## config.mk

```make
export PLATFORM = sky130hd
export DESIGN_NAME = iter_shifter
export DESIGN_NICKNAME = d
export VERILOG_FILES = /design/src/rtl/iter_shifter.sv
export SDC_FILE = /design/constraint.sdc
export NUM_CORES = 1
export LEC_CHECK = 0
export CORE_MARGIN = 2
export CORE_UTILIZATION = 51
export DETAILED_ROUTE_END_ITERATION = 16
export GPL_TIMING_DRIVEN = 0
export PLACE_DENSITY_LB_ADDON = 0.25
export SETUP_SLACK_MARGIN = 0.02
export SLEW_MARGIN = 20
export SYNTH_ARGS = -nofsm -noshare
export SYNTH_HDL_FRONTEND = slang
export SYNTH_SLANG_ARGS = --single-unit
export TNS_END_PERCENT = 10
```

## constraint.sdc

```tcl
create_clock -name clock -period 2.1 [get_ports clock]
set_input_delay 0.315 -clock clock [delete_from_list [all_inputs] [get_ports clock]]
set_output_delay 0.315 -clock clock [all_outputs]
set_load 0.005 [all_outputs]
```

## src/rtl/iter_shifter.sv

```systemverilog
// iter_shifter: multi-cycle shift unit applying one 1-bit SLL/SRA/SRL/ROR stage per clock.
module iter_shifter #(
  parameter int WIDTH = 32,
  parameter int SHW   = 5
) (
  input  logic             clock,
  input  logic             resetn,
  input  logic             start,
  input  logic [1:0]       op,
  input  logic [WIDTH-1:0] data_in,
  input  logic [SHW-1:0]   shamt,
  output logic             ready,
  output logic             busy,
  output logic             result_valid,
  output logic [WIDTH-1:0] result
);
  typedef enum logic [1:0] {IDLE, SHIFT, DONE} state_t;
  state_t           state_q, state_d;
  logic [WIDTH-1:0] acc_q, acc_d, res_q, res_d, step;
  logic [SHW-1:0]   cnt_q, cnt_d;
  logic [1:0]       op_q, op_d;
  always_comb
    step = op_q == 2'b00 ? {acc_q[WIDTH-2:0], 1'b0} :
           op_q == 2'b01 ? {acc_q[WIDTH-1], acc_q[WIDTH-1:1]} :
           op_q == 2'b10 ? {1'b0, acc_q[WIDTH-1:1]} :
                           {acc_q[0], acc_q[WIDTH-1:1]};
  always_comb begin
    state_d = state_q;
    acc_d   = acc_q;
    cnt_d   = cnt_q;
    op_d    = op_q;
    case (state_q)
      IDLE: if (start) begin
        acc_d   = data_in;
        op_d    = op;
        cnt_d   = shamt;
        state_d = shamt != '0 ? SHIFT : DONE;
      end
      SHIFT: begin
        acc_d   = step;
        cnt_d   = cnt_q - SHW'(1);
        state_d = cnt_q == SHW'(1) ? DONE : SHIFT;
      end
      default: state_d = IDLE;
    endcase
    // result is captured only on the transition into DONE so it holds across idle cycles
    res_d = (state_d == DONE && state_q != DONE) ? acc_d : res_q;
  end
  always_ff @(posedge clock or negedge resetn)
    if (!resetn) begin
      state_q <= IDLE;
      acc_q   <= '0;
      cnt_q   <= '0;
      op_q    <= '0;
      res_q   <= '0;
    end else begin
      state_q <= state_d;
      acc_q   <= acc_d;
      cnt_q   <= cnt_d;
      op_q    <= op_d;
      res_q   <= res_d;
    end
  assign ready        = state_q == IDLE;
  assign busy         = ~ready;
  assign result_valid = state_q == DONE;
  assign result       = res_q;
endmodule

```

; ---- After elaboration in Yosys (flattened, before gate mapping)
; Index checks and enable logic that the tools add are counted.
[op_classes]
add_sub_neg = 1
eq_ne = 8
muxes = 11
n_bitwise = 1
n_reduce_logical = 7
[op_table]
columns = operator, n
row1 = 32-bit two-way mux, 4
row2 = 32-bit case mux with 2 select lines, 1
row3 = 5-bit case mux with 2 select lines, 1
row4 = "2-bit == test, second input constant", 3
row5 = 2-bit two-way mux, 3
row6 = "5-bit by 1-bit == test with 1-bit output, second input constant", 1
row7 = 5-bit two-way mux, 1
row8 = 5-bit nonzero test, 1
row9 = "5-bit by 1-bit subtractor with 5-bit output, second input constant", 1
row10 = "2-bit by 1-bit == test with 1-bit output, second input constant", 2
row11 = 2-bit logical NOT, 2
row12 = "2-bit != test, second input constant", 2
row13 = 2-bit case mux with 2 select lines, 1
row14 = 2-bit AND reduction, 2
row15 = 2-bit nonzero test, 1
row16 = 1-bit logical AND, 1
row17 = 1-bit inverter, 1
[word_totals]
ff_bits = 73
inputBits = 42
output_inout_bits = 35

; ---- Logic depth before layout (Yosys ltp)
; Gate-level depths: netlist (run 1).
[depth]
depth_word = 6
mapped_depth = 7

; ---- Worst setup path after synthesis (run 1)
; Ideal clock, no wire load.
[synth_path]
kind = input to register
startpoint = input shamt[0]
endpoint = register res_q[0], in the netlist result[0]
arrival_ps = 1604
required_time_ps = 1975
path_slack_ps = 371
cell_stages = 5
path_buffers = 1
path_cell_list = or3_1 > nand4b_4 > a21oi_4 > buf_6 > mux2_2
[synth_via]
elab_chain_cells = 6
[synth_lines]
columns = item, line
row1 = "start, declared", 11  ; input logic [SHW-1:0] shamt,
row2 = 5-bit nonzero test, 37  ; state_d = shamt != '0 ? SHIFT : DONE;
row3 = 2-bit two-way mux, 37
row4 = 2-bit two-way mux, 33  ; IDLE: if (start) begin
row5 = 2-bit case mux with 2 select lines, 32  ; case (state_q)
row6 = 2-bit == test, 47  ; res_d = (state_d == DONE && state_q != DONE) ? acc_d : res_q;
row7 = 1-bit logical AND, 47
row8 = "end signal, assigned", 61  ; res_q <= res_d;
row9 = "end, declared", 19  ; logic [WIDTH-1:0] acc_q, acc_d, res_q, res_d, step;
; Every way passes these cells.
; A chain may end at the register's enable or synchronous reset.

; ---- Worst setup path in the final report (run 1)
[layout_path]
startpoint = register state_q[0]
endpoint = output ready
[layout_via]
elab_chain_cells = 1
[layout_lines]
columns = item, line
row1 = "start, declared", 18  ; state_t state_q, state_d;
row2 = "start signal, assigned", 57  ; state_q <= state_d;
row3 = 2-bit logical NOT, 63  ; assign ready = state_q == IDLE;
row4 = "end, declared", 12  ; output logic ready,
; Every way passes these cells.

==> flow_summary.toml, run 1 <==
[timing]
worst_pin_slew_ns = 0.553
rsz0062_at_grt = "no"
whs_ns = 0.378
min_period_ns = 2.03
final_hold_viol_count = 0
slew_violations = 0
min_period_over_period = 0.966
fmax_mhz = 493
setup_viol = 0
slew_headroom = 0.631
skew_ns = 0.00801

[routing]
via_per_inst = 6.02
vias = 3017
ant_nets = 0
wl_um = 9280
first_pass_iters = 6
wire_per_inst_um = 18.5
drt-initial-drc-count = 209
drc = 0

[clock_network]
clkTransAtPathRegs_ns = 0.08
cts_tree = "done"
root_buffer = "clkbuf_8"
clkLatencyLatePin_ns = 0.35
cts_buffers = 9
clock_path_buffers = 2
cts_htree_levels = 3
cts_num_sinks = 73

[finish]
diodes = 0
area_growth_syn_to_layout_pct = 31.5
layout.nets = 441
drive_gt1_frac = 0.197
final_util = 0.682
final_cells = 501

[synth]
synth_cells = 308
synthTopCellsByCount = "73 x dfrtp_1, 34 x nor2b_1, 33 x mux2_2"
synth_cell_types = 37
synth_edf_count = 0
post_synth_instance_area_sq_um = 3700
yosys.area.top_type = "dfrtp_1"
ys_top_cells_by_area = "dfrtp_1 49%, mux2_2 10%, mux2i_1 8.1%"
syn_avg_cell_area_sq_um = 12.0
synth_seq_cells = 73
synth_nets = 352
synth_top_area_frac = 0.493
ys_seq_area_frac = 0.493
synth_ff_type = "dfrtp_1"
synthArstFlopShare = 1.00
ys_warn_count = 0
synth.most_common_cell = "dfrtp_1"

[pwr]
leakage_nw = 1.91
finalPower_w = 0.00687
powerDensity_nw_per_um2 = 1410
irDropWorstVdd_mv = 0.800

[global_route]
grt_pass1_vias = 2976
antenna_found_initial = 0
grt_max_degree = 41
grt_pass1_wl_um = 15000
grt_overflow = 0
grt_usage = 0.250

[worst_setup_path]
critPathArrivalTime_ns = 1.71
critPathLaunchType = "register"
crit_family = "buffers and inverters"
r2r_slack_ns = 0.17
cp.required_ns = 1.78
crit_path_end_kind = "primary output"
worst_path_largest_cell_delay_ns = 0.50
crit_buf_inv = 3
worstSetupPathType = "reg -> out"
cp_max_fo = 10
cp_slowest_cell = "clkdlybuf4s50_1"
cp_cell_sequence = "buf_4 -> buf_6 -> nor2_4 -> clkdlybuf4s50_1"

[die]
die_h_um = 89.2
die_width_um = 89.2
start_util = 0.519
fp-row-count = 31
core_sq_um = 7140
io_pins = 77
dieArea_sq_um = 7960

[place]
place.gp.congestion = 0.839
io_buffers = 75
hpwl_um = 6550
place_inst = 483

[min_path]
holdCritPathClass = "in -> reg"

[flow_run]
maxCapViolCount = 0

[outcome]
status = "finished clean"
logic make-up after synthesis:
logic type,share of synthesized area
multiplexers,0.185
adder cells (fa/ha/maj),0.00676
AO/OA/AOI/OAI,0.180
buffers and inverters,0.0466
flip-flops,0.493
AND/OR/NAND/NOR,0.0882
cell usage in the layout, fill, tap and decap left out, types with 2 or more instances in the layout:
cell type        Yosys  final
o22ai_1              5      5
clkbuf_8             0     11
mux2_2              33     33
bufinv_16            0      2
a221oi_1             2      2
mux2i_1             30     30
buf_2               12     10
buf_6                3      5
clkinv_2             0      2
a211oi_1            30     30
nand3b_1             2      2
nor2_1               6      5
ha_1                 2      2
o21ai_0              5      5
nor2b_1             34     34
clkbuf_1             8      7
buf_4                3      6
a21oi_1              5      5
inv_1                6      6
dfrtp_1             73     73
o32ai_1             30     30
clkdlybuf4s50_1      0     73
flip-flops by register name (all words and copies together), names as in the netlist:
signal   count
acc_q       32
cnt_q        5
op_q         2
result      32
state_q      2
per-stage QoR:
stage	instance area (sq um)	setup TNS [ns]	setup slack, ns
floorplan	3700	0	0.371
global placement	4580	-137.64	-1.79
detailed placement	4590	-7.94	-0.292
CTS	4850	0	0.0131
global route	4870	0	0.0301
finish	4870	0	0.0704
cell type report:
cell class	instances	area [sq um]
fillers	567	2270
clock inverters	5	77.6
multi-input cells	202	1710
plain buffers	27	166
flip-flops and latches	73	1830
repair buffers	78	788
well taps	99	124
clock buffers	11	151
inverters	6	22.5
worst min-delay path, stage by stage:
cell and delay, ns:
buf_2 0.18, o311ai_0 0.12, a21oi_1 0.07
layer usage:
layer,up-vias,global-route usage,share of wire
li1,1361,-,-
met3,15,0.0526,0.065
met4,0,0.0814,0.014
met1,1494,0.362,0.45
met5,-,0,0
met2,147,0.377,0.48
where the power goes:
group	internal, W	switching [W]	leakage (nW)
combinational	0.00167	0.00128	0.961
clock	0.000730	0.000522	0.115
sequential	0.00210	0.000563	0.830
worst paths after layout:
kind                                       startpoint                endpoint  cells past startpoint
worst max-delay path             state_q[0]$_DFF_PN0_                   ready                      4
worst min-delay path                            start    state_q[0]$_DFF_PN0_                      3
worst max register to register   state_q[0]$_DFF_PN0_  result[28]$_DFFE_PN0P_                      6
worst min register to register  result[5]$_DFFE_PN0P_   result[5]$_DFFE_PN0P_                      1
max in group asynchronous                      resetn     acc_q[19]$_DFF_PN0_                      3
min in group asynchronous                      resetn     acc_q[31]$_DFF_PN0_                      2
repair_timing:
action                                  4_1_cts  5_1_grt
gates resized for setup                       5        5
endpoints found under the setup margin        3        3
endpoints found under the hold margin        33        0
hold buffers                                  1        0
setup buffers                                 1        0
Note: power is estimated with default switching activity, not from simulation.
==> inputs of run 2 (changes only) <==
Clock period 2.1 ns to 2.3 ns, I/O delays scaled along.
==> flow_summary.toml, run 2 (synthesis results as in run 1) <==
[outcome]
status = "finished clean"

[timing]
setup_ws_ns = 0.0825
min_period_ns = 2.22
final_hold_viol_count = 0
skew_ns = 0.00859
worst_pin_slew_ns = 0.544
min_period_over_period = 0.964
fmax_mhz = 451
setup_viol = 0
rsz0062_at_grt = "yes"
slew_violations = 0
slew_headroom = 0.637

[die]
dieArea_sq_um = 7960
fp-row-count = 31
start_util = 0.519
core_sq_um = 7140
die_h_um = 89.2
die_width_um = 89.2
io_pins = 77

[clock_network]
cts_htree_levels = 3
clkLatencyLatePin_ns = 0.34
clkTransAtPathRegs_ns = 0.08
cts_buffers = 9
cts_num_sinks = 73
cts_tree = "done"
clock_path_buffers = 2
postCtsSetupBuffers = 0
root_buffer = "clkbuf_8"

[finish]
final_util = 0.677
final_cells = 499
drive_gt1_frac = 0.193
layout.cells.most_common_list = "74 x clkdlybuf4s50_1, 73 x dfrtp_1, 34 x nor2b_1"
diodes = 0
final_common_cell = "clkdlybuf4s50_1"
n_fill_cell = 574
area_growth_syn_to_layout_pct = 30.6
postLayoutCellArea_sq_um = 4830
layout.nets = 439

[pwr]
p_int_w = 0.00409
swShare = 0.344
irDropWorstVdd_mv = 0.731
comb_power_share = 0.427
finalPower_w = 0.00624
powerDensity_nw_per_um2 = 1290
pwr-share-clk = 0.183
sequentialPowerShare = 0.390
p_switching_w = 0.00215
leakage_nw = 1.87

[routing]
via_per_inst = 5.96
vias = 2974
drt-initial-drc-count = 234
ant_nets = 0
wire_per_inst_um = 18.5
wl_um = 9230
first_pass_iters = 4
drc = 0

[place]
io_buffers = 75
place_inst = 483
hpwl_um = 6550
place.gp.congestion = 0.839
placed_cell_area_sq_um = 4590
dp_slack_ns = -0.122

[global_route]
grt_pass1_vias = 2963
grt_max_degree = 41
grt_usage = 0.250
grt_overflow = 0
grt_pass1_wl_um = 15000
antenna_found_initial = 0

[worst_setup_path]
crit_path_end_kind = "primary output"
critPathLaunchType = "register"
critPathArrivalTime_ns = 1.87
cp.required_ns = 1.96
worstSetupPathType = "reg -> out"
cp_max_fo = 10
r2r.worst_path.cells = 5

[min_path]
holdCritPathClass = "in -> reg"
holdPathStages = 3

[flow_run]
maxCapViolCount = 0
[run 2: cell count changes in the layout (fill, tap and decap cells not counted), sizes merged]
cell,delta
buf,-2
dlymetal6s2s,-1
clkdlybuf4s50,+1
[run 2: metal layers]
metal  track usage  share of wire  up-vias
met4        0.0801          0.016        0
met1         0.365           0.45     1495
met5             0              0        -
li1              -              -     1359
met2         0.378           0.48      102
met3        0.0480          0.053       18
[run 2: worst paths after layout]
kind	startpoint	end	slack, ns
worst min-delay path	start	state_q[0]$_DFF_PN0_	0.41
worst max register to register	state_q[0]$_DFF_PN0_	result[14]$_DFFE_PN0P_	0.34
max in group asynchronous	resetn	acc_q[19]$_DFF_PN0_	1.25
worst max-delay path	state_q[0]$_DFF_PN0_	busy	0.08
min in group asynchronous	resetn	acc_q[31]$_DFF_PN0_	0.48
worst min register to register	result[5]$_DFFE_PN0P_	result[5]$_DFFE_PN0P_	0.49
[run 2: layout make-up]
cell class	instances	area, sq um	share of cell area
Multi-Input combinational cell	202	1710	0.353
Inverter	6	22.5	0.00466
Clock buffer	11	151	0.0313
Buffer	26	149	0.0308
Tap cell	99	124	0.0256
Clock inverter	5	77.6	0.0160
Timing Repair Buffer	77	778	0.161
Sequential cell	73	1830	0.378
[run 2: timing repair]
item / 4_1_cts / 5_1_grt
setup endpoints to repair: 1 / 3
hold buffers: 1 / 0
endpoints found under the hold margin: 33 / 0
resized for setup: 1 / 1
[run 2: power groups by stage]
stage | registers [W] | clock network, W | logic, W
after floorplan | 0.00235 | 0 | 0.00157
after global placement | 0.00242 | 0 | 0.00258
after detailed placement | 0.00244 | 0 | 0.00265
after CTS | 0.00243 | 0.00116 | 0.00267
after global routing | 0.00251 | 0.00121 | 0.00292
final | 0.00243 | 0.00114 | 0.00266
[run 2: per-stage QoR]
step | setup TNS [ns] | hold slack [ns]
detailed placement | -2.74 | 0.322
global placement | -120.09 | 0.468
CTS | 0 | 0.393
global route | -0.00215 | 0.450
finish | 0 | 0.407
floorplan | 0 | 0.0494
[run 2: worst max-delay path, stage by stage, from the launching register on]
cell and delay, ns:
dfrtp_1 0.42, buf_2 0.27, buf_4 0.23, nor2_2 0.07
inv_1 0.06, clkdlybuf4s50_1 0.49
==> inputs of run 3 (changes only) <==
Settings changed: CORE_UTILIZATION 51 to 40.
==> flow_summary.toml, run 3 (synthesis results as in run 1) <==
[outcome]
status = "finished clean"

[timing]
slew_violations = 0
final_hold_viol_count = 0
fmax_mhz = 451
worst_pin_slew_ns = 0.575
slew_headroom = 0.617
setup_ws_ns = 0.0814
rsz0062_at_grt = "yes"
min_period_ns = 2.22
setup_viol = 0
whs_ns = 0.412
min_period_over_period = 0.965
skew_ns = 0.0117

[worst_setup_path]
cp_max_fo = 10
critPathArrivalTime_ns = 1.87
crit_buf_inv = 4
crit_family = "buffers and inverters"
worst_path_largest_cell_delay_ns = 0.49
cp_cell_sequence = "buf_2 -> buf_4 -> nor2_2 -> inv_1 -> clkdlybuf4s50_1"
critPathLaunchType = "register"
cp_slowest_cell = "clkdlybuf4s50_1"
path_depth = 5
cp.required_ns = 1.96
worstSetupPathType = "reg -> out"
crit_path_end_kind = "primary output"
r2r.worst_path.cells = 6

[clock_network]
clkTransAtPathRegs_ns = 0.09
root_buffer = "clkbuf_8"
cts_tree = "done"
clock_path_buffers = 2
cts_htree_levels = 3
postCtsSetupBuffers = 0
clkLatencyLatePin_ns = 0.35
cts_num_sinks = 73
cts_buffers = 9

[routing]
wire_per_inst_um = 18.5
drt-initial-drc-count = 105
first_pass_iters = 4
wl_um = 9430
via_per_inst = 5.70
drc = 0
ant_nets = 0
vias = 2915

[finish]
layout.nets = 439
drive_gt1_frac = 0.193
final_util = 0.534
final_common_cell = "clkdlybuf4s50_1"
layout.cells.most_common_list = "74 x clkdlybuf4s50_1, 73 x dfrtp_1, 34 x nor2b_1"
area_growth_syn_to_layout_pct = 31.4
diodes = 0

[die]
core_sq_um = 9110
die_h_um = 100
die_width_um = 100
fp-row-count = 35
start_util = 0.406
io_pins = 77
dieArea_sq_um = 10000

[min_path]
holdPathStages = 3
holdCritPathClass = "in -> reg"

[pwr]
powerDensity_nw_per_um2 = 1300
leakage_nw = 1.88
irDropWorstVdd_mv = 0.635

[place]
io_buffers = 75
dp_slack_ns = -0.105
place.gp.congestion = 0.832
hpwl_um = 6640

[global_route]
grt_overflow = 0
grt_pass1_vias = 2967
grt_usage = 0.194
grt_max_degree = 38
antenna_found_initial = 0
grt_pass1_wl_um = 15300

[flow_run]
maxCapViolCount = 0
-- run 3: cell count changes in the layout (fill, tap and decap cells not counted), sizes merged --
cell / delta
bufinv: +1
clkbuf: -1
clkinv: +1
clkinvlp: -1
-- run 3: metal layers --
metal / vias up / GRT usage / part of all wire
met2: 80 / 0.300 / 0.46
met4: 0 / 0.0695 / 0.019
met1: 1458 / 0.275 / 0.48
met3: 14 / 0.0334 / 0.042
met5: - / 0 / 0
li1: 1363 / - / -
-- run 3: stage by stage --
| stage | TNS [ns] | area [sq um] | std cells | power [W] |
|---|---|---|---|---|
| detailed placement | -2.55 | 4610 | 495 | 0.00508 |
| floorplan | 0 | 3700 | 308 | 0.00392 |
| global placement | -121.24 | 4590 | 494 | 0.00502 |
| finish | 0 | 4860 | 511 | 0.00632 |
| CTS | 0 | 4860 | 512 | 0.00634 |
| global route | 0 | 4860 | 511 | 0.00673 |
-- run 3: final timing paths --
path | slack [ns] | start | to
max in group asynchronous | 1.23 | resetn | acc_q[1]$_DFF_PN0_
hold reg to reg | 0.49 | result[5]$_DFFE_PN0P_ | result[5]$_DFFE_PN0P_
setup / recovery | 0.08 | state_q[0]$_DFF_PN0_ | busy
setup reg to reg | 0.33 | state_q[1]$_DFF_PN0_ | result[29]$_DFFE_PN0P_
hold / removal | 0.41 | start | state_q[0]$_DFF_PN0_
min in group asynchronous | 0.50 | resetn | result[9]$_DFFE_PN0P_
-- run 3: timing repair --
item,CTS,global route
gates resized for setup,1,1
endpoints found under the setup margin,2,3
hold buffers,1,0
hold endpoints to repair,36,0
-- run 3: layout make-up --
class	instances	area, sq um
inverters	6	22.5
clock buffers	10	138
plain buffers	26	149
multi-input cells	202	1710
fillers	801	4250
clock inverters	6	105
repair buffers	77	778
well taps	111	139
flip-flops and latches	73	1830
-- run 3: worst min-delay path, stage by stage --
cell and delay [ns]:
buf_2 0.18, o311ai_0 0.13, a21oi_1 0.07
-- run 3: power breakdown --
| part | internal (W) | switching [W] |
|---|---|---|
| Combinational | 0.00151 | 0.00114 |
| Sequential | 0.00192 | 0.000514 |
| Clock | 0.000745 | 0.000492 |
| Total | 0.00417 | 0.00215 |
